<file path="src/rtl/tx_credit_counter_p_if.sv">
// Flow-control interface between the TX scheduler and the credit counter.
// The master drives the FCT/char events; the slave (counter) reports credit and error status.
interface tx_credit_counter_p_if #(
  parameter int CNT_WIDTH = 6
);
  logic                 gotfct_tx;
  logic                 char_sent;
  logic [CNT_WIDTH-1:0] credit_count;
  logic                 credit_avail;
  logic                 fct_accepted;
  logic                 credit_error;
  logic                 underflow_error;

  modport master (
    output gotfct_tx, char_sent,
    input  credit_count, credit_avail, fct_accepted, credit_error, underflow_error
  );

  modport slave (
    input  gotfct_tx, char_sent,
    output credit_count, credit_avail, fct_accepted, credit_error, underflow_error
  );
endinterface

</file>
<file path="src/rtl/tx_credit_counter_p.sv">
// SpaceWire TX flow-control credit counter: FCT edges add credit, N-Char edges consume it,
// with sticky overflow (credit error) and underflow detection.
//
// state  | meaning
// S_IDLE | no credit outstanding, no error
// S_RUN  | credit > 0, TX may send
// S_ERR  | credit error latched, counter frozen until reset
module tx_credit_counter_p #(
  parameter int CNT_WIDTH      = 6,
  parameter int CREDIT_PER_FCT = 8,
  parameter int MAX_CREDIT     = 56
) (
  input logic                pclk_tx,
  input logic                enable_tx,
  tx_credit_counter_p_if.slave cc
);

  typedef enum logic [1:0] {S_IDLE, S_RUN, S_ERR} state_t;

  localparam int AW = CNT_WIDTH + 1;
  localparam logic [AW-1:0] INC_C = AW'(CREDIT_PER_FCT);
  localparam logic [AW-1:0] MAX_C = AW'(MAX_CREDIT);

  state_t               state_q, state_d;
  logic [CNT_WIDTH-1:0] cnt_q, cnt_d;
  logic                 avail_q, avail_d;
  logic                 acc_q, acc_d;
  logic                 cerr_q, cerr_d;
  logic                 uerr_q, uerr_d;
  logic                 fct_d, sent_d;

  logic                 fct_edge, sent_edge;
  logic [AW-1:0]        inc, dec, net;
  logic                 ovf;

  assign fct_edge  = cc.gotfct_tx & ~fct_d;
  assign sent_edge = cc.char_sent & ~sent_d;

  // Extra bit lets the overflow compare see net values past the counter range.
  assign inc = fct_edge ? INC_C : '0;
  assign dec = (sent_edge && (cnt_q != '0)) ? AW'(1) : '0;
  assign net = {1'b0, cnt_q} + inc - dec;
  assign ovf = (net > MAX_C);

  always_ff @(posedge pclk_tx or negedge enable_tx) begin
    if (!enable_tx) begin
      state_q <= S_IDLE;
      cnt_q   <= '0;
      avail_q <= 1'b0;
      acc_q   <= 1'b0;
      cerr_q  <= 1'b0;
      uerr_q  <= 1'b0;
      fct_d   <= 1'b0;
      sent_d  <= 1'b0;
    end else begin
      state_q <= state_d;
      cnt_q   <= cnt_d;
      avail_q <= avail_d;
      acc_q   <= acc_d;
      cerr_q  <= cerr_d;
      uerr_q  <= uerr_d;
      fct_d   <= cc.gotfct_tx;
      sent_d  <= cc.char_sent;
    end
  end

  always_comb begin
    state_d = state_q;
    cnt_d   = cnt_q;
    acc_d   = 1'b0;
    cerr_d  = cerr_q;
    uerr_d  = uerr_q;
    case (state_q)
      S_IDLE: begin
        if (sent_edge) uerr_d = 1'b1;
        if (fct_edge) begin
          if (ovf) begin
            cerr_d  = 1'b1;
            state_d = S_ERR;
          end else begin
            cnt_d   = net[CNT_WIDTH-1:0];
            acc_d   = 1'b1;
            state_d = S_RUN;
          end
        end
      end
      S_RUN: begin
        // On overflow neither increment nor decrement lands; the count holds.
        if (ovf) begin
          cerr_d  = 1'b1;
          state_d = S_ERR;
        end else begin
          cnt_d = net[CNT_WIDTH-1:0];
          acc_d = fct_edge;
          if (net == '0) state_d = S_IDLE;
        end
      end
      S_ERR: begin
        state_d = S_ERR;
      end
      default: begin
        state_d = S_IDLE;
      end
    endcase
    avail_d = (state_d == S_RUN);
  end

  assign cc.credit_count    = cnt_q;
  assign cc.credit_avail    = avail_q;
  assign cc.fct_accepted    = acc_q;
  assign cc.credit_error    = cerr_q;
  assign cc.underflow_error = uerr_q;

endmodule

</file>
<file path="src/flat_wrapper.sv">
// flat-port wrapper written by rule: the top's interface ports become plain ports
module tx_credit_counter_p_flat 
#(
  parameter int CNT_WIDTH      = 6,
  parameter int CREDIT_PER_FCT = 8,
  parameter int MAX_CREDIT     = 56
)
  (pclk_tx, enable_tx, cc_gotfct_tx, cc_char_sent, cc_credit_count, cc_credit_avail, cc_fct_accepted, cc_credit_error, cc_underflow_error);
  tx_credit_counter_p_if #(.CNT_WIDTH(CNT_WIDTH)) cc_i ();
  input logic pclk_tx;
  input logic enable_tx;
  input wire logic [$bits(cc_i.gotfct_tx)-1:0] cc_gotfct_tx;
  input wire logic [$bits(cc_i.char_sent)-1:0] cc_char_sent;
  output wire logic [$bits(cc_i.credit_count)-1:0] cc_credit_count;
  output wire logic [$bits(cc_i.credit_avail)-1:0] cc_credit_avail;
  output wire logic [$bits(cc_i.fct_accepted)-1:0] cc_fct_accepted;
  output wire logic [$bits(cc_i.credit_error)-1:0] cc_credit_error;
  output wire logic [$bits(cc_i.underflow_error)-1:0] cc_underflow_error;
  assign cc_i.gotfct_tx = cc_gotfct_tx;
  assign cc_i.char_sent = cc_char_sent;
  assign cc_credit_count = cc_i.credit_count;
  assign cc_credit_avail = cc_i.credit_avail;
  assign cc_fct_accepted = cc_i.fct_accepted;
  assign cc_credit_error = cc_i.credit_error;
  assign cc_underflow_error = cc_i.underflow_error;
  tx_credit_counter_p #(.CNT_WIDTH(CNT_WIDTH), .CREDIT_PER_FCT(CREDIT_PER_FCT), .MAX_CREDIT(MAX_CREDIT)) u_core (.pclk_tx(pclk_tx), .enable_tx(enable_tx), .cc(cc_i));
endmodule
</file>
<file path="config.mk">
export PLATFORM = sky130hd
export DESIGN_NAME = tx_credit_counter_p_flat
export DESIGN_NICKNAME = d
export VERILOG_FILES = /design/src/rtl/tx_credit_counter_p_if.sv /design/src/rtl/tx_credit_counter_p.sv /design/src/flat_wrapper.sv
export SDC_FILE = /design/constraint.sdc
export NUM_CORES = 1
export LEC_CHECK = 0
export ABC_AREA = 0
export BUFFER_PORTS_ARGS = -buffer_cell sky130_fd_sc_hd__buf_4
export CAP_MARGIN = 10
export CORE_MARGIN = 5
export CORE_UTILIZATION = 25
export CTS_CLUSTER_DIAMETER = 50
export DETAILED_ROUTE_END_ITERATION = 7
export HOLD_SLACK_MARGIN = 0.12
export PLACE_DENSITY_LB_ADDON = 0.2
export SLEW_MARGIN = 10
export SYNTH_ARGS = -nofsm -noshare
export SYNTH_HDL_FRONTEND = slang
export SYNTH_SLANG_ARGS = --single-unit
</file>
<file path="constraint.sdc">
create_clock -name pclk_tx -period 8.01 [get_ports pclk_tx]
set_input_delay 1.602 -clock pclk_tx [delete_from_list [all_inputs] [get_ports pclk_tx]]
set_output_delay 1.602 -clock pclk_tx [all_outputs]
set_load 0.03 [all_outputs]
</file>
==> results.yml, run 1 <==
outcome:
  outcome: "finished clean"
clocking:
  clock_tree_from_tritoncts: "built"
  cts_buffer_depth: 2
  numCtsBuffers: 3
  cts_num_sinks: 14
  post_cts.repair.setup_buffers: 0
  cts_resized: 0
  clkLatencyLatePin_ps: 280
  cts.root.buffer_cell: "sky130_fd_sc_hd__clkbuf_4"
  clk_pin_slew_ps: 90
  postCtsHoldBufs: 0
  cts_max_level: 1
route:
  dr_total_vias: 606
  firstDrtPassIters: 4
  drtAntennaViolNets: 0
  final_routed_wirelength_mm: 1.59
  route.detailed.wl_per_inst_um: 11.7
  drt-initial-drc-count: 54
  remaining_drc_errors: 0
  viasPerCell: 4.46
yosys:
  synthCells: 73
  synth_area_sq_um: 830
  seq_area_frac_synth: 0.422
  synth.top_cells.by_area: "sky130_fd_sc_hd__dfrtp_1 (42%), sky130_fd_sc_hd__ha_1 (12%), sky130_fd_sc_hd__inv_1 (5.4%)"
  netlist.top_cell.by_area: "sky130_fd_sc_hd__dfrtp_1"
  synth_cell_type_count: 29
  mappedNetlistNets: 86
  synth.ff_latch_count: 14
  synth_largest_type_area_fraction: 0.422
  ys.warnings.count: 0
  post_synth.cell_area_avg_sq_um: 11.4
cells_and_area:
  proportion_of_layout_cells_with_a_drive_suffix_above_1: 0.289
  antennaDiodeCount: 0
  layout.cells.most_common: "sky130_fd_sc_hd__dfrtp_1"
  finalNetCount: 104
  most-common-layout-cells: "sky130_fd_sc_hd__dfrtp_1 (14), sky130_fd_sc_hd__buf_4 (13), sky130_fd_sc_hd__inv_1 (12)"
  flow.area_growth_from_synthesis_pct: 23.1
timing:
  timing.setup.tns_ps: 0
  timing.final.setup_violations: 0
  max_slew_margin: 0.608
  finalCriticalPeriod_ps: 4050
  final_max_slew_viol_count: 0
  final.period_utilization: 0.505
  setup_repair_after_global_routing_missed_its_margin: "false"
  final.setup_skew_ps: 5.95
  holdWs_ps: 461
  worst-slew-pin-transition_ps: 587
  final_hold_vios: 0
  fmax_ghz: 0.247
global_routing:
  vias_in_the_first_global_route: 618
  gr_util_all_layers: 0.0823
  largest_net_degree_at_the_start_of_global_routing: 15
  wire_length_of_the_first_global_routing_pass_mm: 2.82
  grt_overflow: 0
  number_of_antenna_violations_at_the_first_check_in_global_routing: 0
worst_setup_path:
  worstSetupPathType: "input port to flip-flop"
  reg2reg_from: "u_core.cc.credit_count[5]"
  critical_path_arrival_ps: 4210
  r2r.worst_path.cells: 12
  r2r_end: "u_core.cc.credit_count[1]"
  r2r_setup_slack_ps: 4630
  critical_path.startpoint_type: "input port"
  critical_path_fanout_max: 8
  critical_path_start: "cc_char_sent"
  type_of_destination_of_the_critical_path: "flip-flop"
  worst-endpoint-required_ps: 8170
  setup.worst_path.end: "u_core.cc.credit_count[1]"
floorplan:
  die_y_um: 67.6
  floorplan.initialDensity: 0.253
  dieWidth_um: 67.6
  num_io_pins: 14
  die-area_sq_um: 4570
  fp-row-count: 21
  core_area_sq_um: 3280
power_and_ir_drop:
  power.leakage_uw: 0.000488
  pwr_density_cell_nw_per_um2: 125
  worst_case_vdd_ir_drop_mv: 0.0545
placed_design:
  port_buffers: 13
  dp_hpwl_mm: 1.24
  gp_congestion: 0.783
min_path:
  hold-path-cell-count: 1
  hold_class: "flip-flop to flip-flop"
run:
  drv_cap: 0
worst max-delay path, cell delays in order:
cell and delay (ps):
sky130_fd_sc_hd__buf_4 80, sky130_fd_sc_hd__nand2b_1 80, sky130_fd_sc_hd__a41oi_1 170, sky130_fd_sc_hd__ha_1 170, sky130_fd_sc_hd__inv_1 40, sky130_fd_sc_hd__ha_1 210, sky130_fd_sc_hd__fa_1 410, sky130_fd_sc_hd__a21o_1 180
sky130_fd_sc_hd__a21oi_1 180, sky130_fd_sc_hd__xor2_1 180, sky130_fd_sc_hd__a311oi_4 530, sky130_fd_sc_hd__mux2_2 390
cell type report:
type | instances | area [sq um]
inverters | 12 | 45.0
repair buffers | 13 | 97.6
flip-flops and latches | 14 | 350
clock buffers | 4 | 36.3
fillers | 342 | 2260
multi-input cells | 47 | 434
well taps | 46 | 57.6
report_power, final:
group	internal [uW]	total, uW	switching [uW]
combinational	2.56	6.64	4.08
clock	27.6	50.2	22.6
sequential	71.1	71.2	0.120
cells in the mapped netlist, drive strengths merged:
| master | instances |
|---|---|
| nor2b | 1 |
| and3b | 1 |
| o21bai | 1 |
| inv | 12 |
| nand3 | 1 |
| mux2 | 4 |
| fa | 1 |
| xnor2 | 1 |
| xor2 | 2 |
| a21oi | 1 |
| o31a | 2 |
| a41oi | 1 |
| a311oi | 1 |
| o22ai | 1 |
| and3 | 1 |
| o31ai | 1 |
| ha | 8 |
| nor3b | 4 |
| nor2 | 4 |
| o21ai | 3 |
| a21o | 1 |
| mux2i | 2 |
| a211oi | 1 |
| nor4 | 1 |
| a31oi | 1 |
| a211o | 1 |
| dfrtp | 14 |
| nand2b | 1 |
per-stage QoR:
| stage | power, uW | setup WS (ps) | cells | instance area (sq um) | util |
|---|---|---|---|---|---|
| 2_1_floorplan | 76.2 | 3990 | 73 | 830 | - |
| 3_3_place_gp | 79.5 | 3690 | 132 | 985 | 0.300 |
| 3_5_place_dp | 79.6 | 3660 | 132 | 985 | 0.300 |
| 4_1_cts | 130 | 3940 | 136 | 1020 | 0.311 |
| 5_1_grt | 136 | 3810 | 136 | 1020 | 0.311 |
| 6_report | 128 | 3960 | 136 | 1020 | 0.311 |
registers in the layout, indices dropped and copies added, names as in the netlist:
| name | cells |
|---|---|
| u_core.cc.credit_avail | 1 |
| u_core.cc.credit_count | 6 |
| u_core.cc.credit_error | 1 |
| u_core.cc.fct_accepted | 1 |
| u_core.cc.underflow_error | 1 |
| u_core.fct_d | 1 |
| u_core.sent_d | 1 |
| u_core.state_q | 2 |
cell families after synthesis:
family | synth area share
compound gates | 0.158
buf+inv | 0.0543
simple gates | 0.101
mux | 0.0784
flops | 0.422
xor+xnor | 0.0407
fa+ha+maj | 0.145
per-layer routing:
layer  wire length, um  global-route usage  vias to the layer above
met4                47              0.0354                        0
met3                90              0.0316                        4
met2               765               0.131                       20
met5                 0                   0                        -
li1                  -                   -                      292
met1               686              0.0978                      290
how the worst min path moves through the flow:
stage,startpoint,end
6_report,u_core.state_q[1],u_core.cc.underflow_error
3_5_place_dp,u_core.state_q[1],u_core.cc.underflow_error
4_1_cts,u_core.state_q[1],u_core.cc.underflow_error
5_1_grt,u_core.state_q[1],u_core.cc.underflow_error
3_3_place_gp,u_core.state_q[1],u_core.cc.underflow_error
2_1_floorplan,u_core.state_q[1],u_core.cc.underflow_error
(Power assumes the default switching activity.)
==> inputs of run 2 (changes only) <==
Clock period 8.01 ns to 4.1 ns, I/O delays scaled along.
==> run 2 against run 1 <==
  * Routed wire length down 1.1%
  * Non-clock buffer count unchanged
  * First-iteration DRC count decreased by 33%
==> results.yml, run 2 (synthesis gave the netlist of run 1 again) <==
placed_design:
  gp_congestion: 0.797
  port_buffers: 13
  dp_hpwl_mm: 1.23
  dpl_cell_area_sq_um: 985
  placed_cells_incl_taps: 132
clocking:
  cts_num_sinks: 14
  cts_max_level: 1
  clk_pin_slew_ps: 90
  cts_buffer_depth: 2
  clkLatencyLatePin_ps: 280
  cts.root.buffer_cell: "sky130_fd_sc_hd__clkbuf_4"
  cts_resized: 0
  post_cts.repair.setup_buffers: 0
  postCtsHoldBufs: 0
  clock_tree_from_tritoncts: "built"
  numCtsBuffers: 3
outcome:
  outcome: "finished clean"
cells_and_area:
  antennaDiodeCount: 0
  most-common-layout-cells: "sky130_fd_sc_hd__dfrtp_1 (14), sky130_fd_sc_hd__buf_4 (13), sky130_fd_sc_hd__inv_1 (12)"
  finalNetCount: 104
  finalInstanceArea_sq_um: 1020
  instances_no_fill: 136
  proportion_of_layout_cells_with_a_drive_suffix_above_1: 0.289
  flow.area_growth_from_synthesis_pct: 23.1
  largest_register_ffs: 6
  layout.cells.most_common: "sky130_fd_sc_hd__dfrtp_1"
  fillers: 344
worst_setup_path:
  worst-endpoint-required_ps: 4270
  critical_path_fanout_max: 8
  type_of_destination_of_the_critical_path: "flip-flop"
  critical_path.startpoint_type: "flip-flop"
  worstSetupPathType: "flip-flop to flip-flop"
  critical_path_arrival_ps: 3560
run:
  drv_cap: 0
timing:
  holdWs_ps: 373
  fmax_ghz: 0.295
  final_hold_vios: 0
  final.period_utilization: 0.828
  final_max_slew_viol_count: 0
  worst-slew-pin-transition_ps: 527
  final.setup_skew_ps: 2.65
  max_slew_margin: 0.648
  timing.setup.tns_ps: 0
  finalCriticalPeriod_ps: 3390
  setup_repair_after_global_routing_missed_its_margin: "false"
  timing.final.setup_violations: 0
route:
  firstDrtPassIters: 2
  final_routed_wirelength_mm: 1.57
  remaining_drc_errors: 0
  dr_total_vias: 563
  route.detailed.wl_per_inst_um: 11.6
  drtAntennaViolNets: 0
  drt-initial-drc-count: 36
  viasPerCell: 4.14
global_routing:
  largest_net_degree_at_the_start_of_global_routing: 15
  grt_overflow: 0
  vias_in_the_first_global_route: 605
  gr_util_all_layers: 0.0818
  wire_length_of_the_first_global_routing_pass_mm: 2.77
  number_of_antenna_violations_at_the_first_check_in_global_routing: 0
floorplan:
  die-area_sq_um: 4570
  die_y_um: 67.6
  num_io_pins: 14
  fp-row-count: 21
  floorplan.initialDensity: 0.253
  core_area_sq_um: 3280
  dieWidth_um: 67.6
power_and_ir_drop:
  power.leakage_uw: 0.000488
  worst_case_vdd_ir_drop_mv: 0.0724
  pwr_density_cell_nw_per_um2: 248
min_path:
  hold_class: "input port to asynchronous set/reset pin"
==> run 2: cell counts in the layout (fill, tap and decap cells not counted) <==
Identical to the previous run, type by type.
==> run 2: final cells by class <==
class | count | area [sq um] | area share
multi-input combinational | 47 | 434 | 0.425
timing repair buffer | 13 | 97.6 | 0.0956
inverter | 12 | 45.0 | 0.0441
tap | 46 | 57.6 | 0.0564
clock buffer | 4 | 36.3 | 0.0355
sequential | 14 | 350 | 0.343
==> run 2: stage by stage <==
stage	power [uW]	utilization	setup WS, ps
floorplan	149	-	834
global placement	155	0.300	590
detailed placement	155	0.300	542
CTS	256	0.311	679
global route	269	0.311	481
finish	253	0.311	706
==> run 2: final timing paths <==
check / startpoint / to / slack [ps] / cells after the start
max: u_core.cc.credit_count[5] / u_core.cc.credit_count[4] / 710 / 12
min: enable_tx / u_core.cc.underflow_error / 370 / 1
max reg2reg: u_core.cc.credit_count[5] / u_core.cc.credit_count[4] / 710 / 12
min reg2reg: u_core.state_q[1] / u_core.cc.underflow_error / 460 / 1
max in group asynchronous: enable_tx / u_core.cc.credit_avail / 3560 / 1
min in group pclk_tx: u_core.state_q[1] / u_core.cc.underflow_error / 460 / 1
==> run 2: report_power, final <==
part	internal [uW]	total [uW]	switching, uW
logic	5.01	13.0	7.96
clock network	54.0	101	46.7
registers	139	139	0.193
==> run 2: per-layer routing <==
layer | global-route usage | up-vias | wire length [um]
met5 | 0 | - | 0
met4 | 0.0380 | 0 | 19
met3 | 0.0183 | 2 | 66
met2 | 0.131 | 10 | 750
met1 | 0.103 | 261 | 736
li1 | - | 290 | -
==> run 2: worst max-delay path, stage by stage (launching register included) <==
cell	delay, ps
sky130_fd_sc_hd__dfrtp_1	450
sky130_fd_sc_hd__inv_1	110
sky130_fd_sc_hd__ha_1	220
sky130_fd_sc_hd__a41oi_1	210
sky130_fd_sc_hd__ha_1	180
sky130_fd_sc_hd__inv_1	40
sky130_fd_sc_hd__ha_1	210
sky130_fd_sc_hd__fa_1	420
sky130_fd_sc_hd__a21o_1	170
sky130_fd_sc_hd__a21oi_1	160
sky130_fd_sc_hd__xor2_1	180
sky130_fd_sc_hd__a311oi_4	530
sky130_fd_sc_hd__mux2_2	400
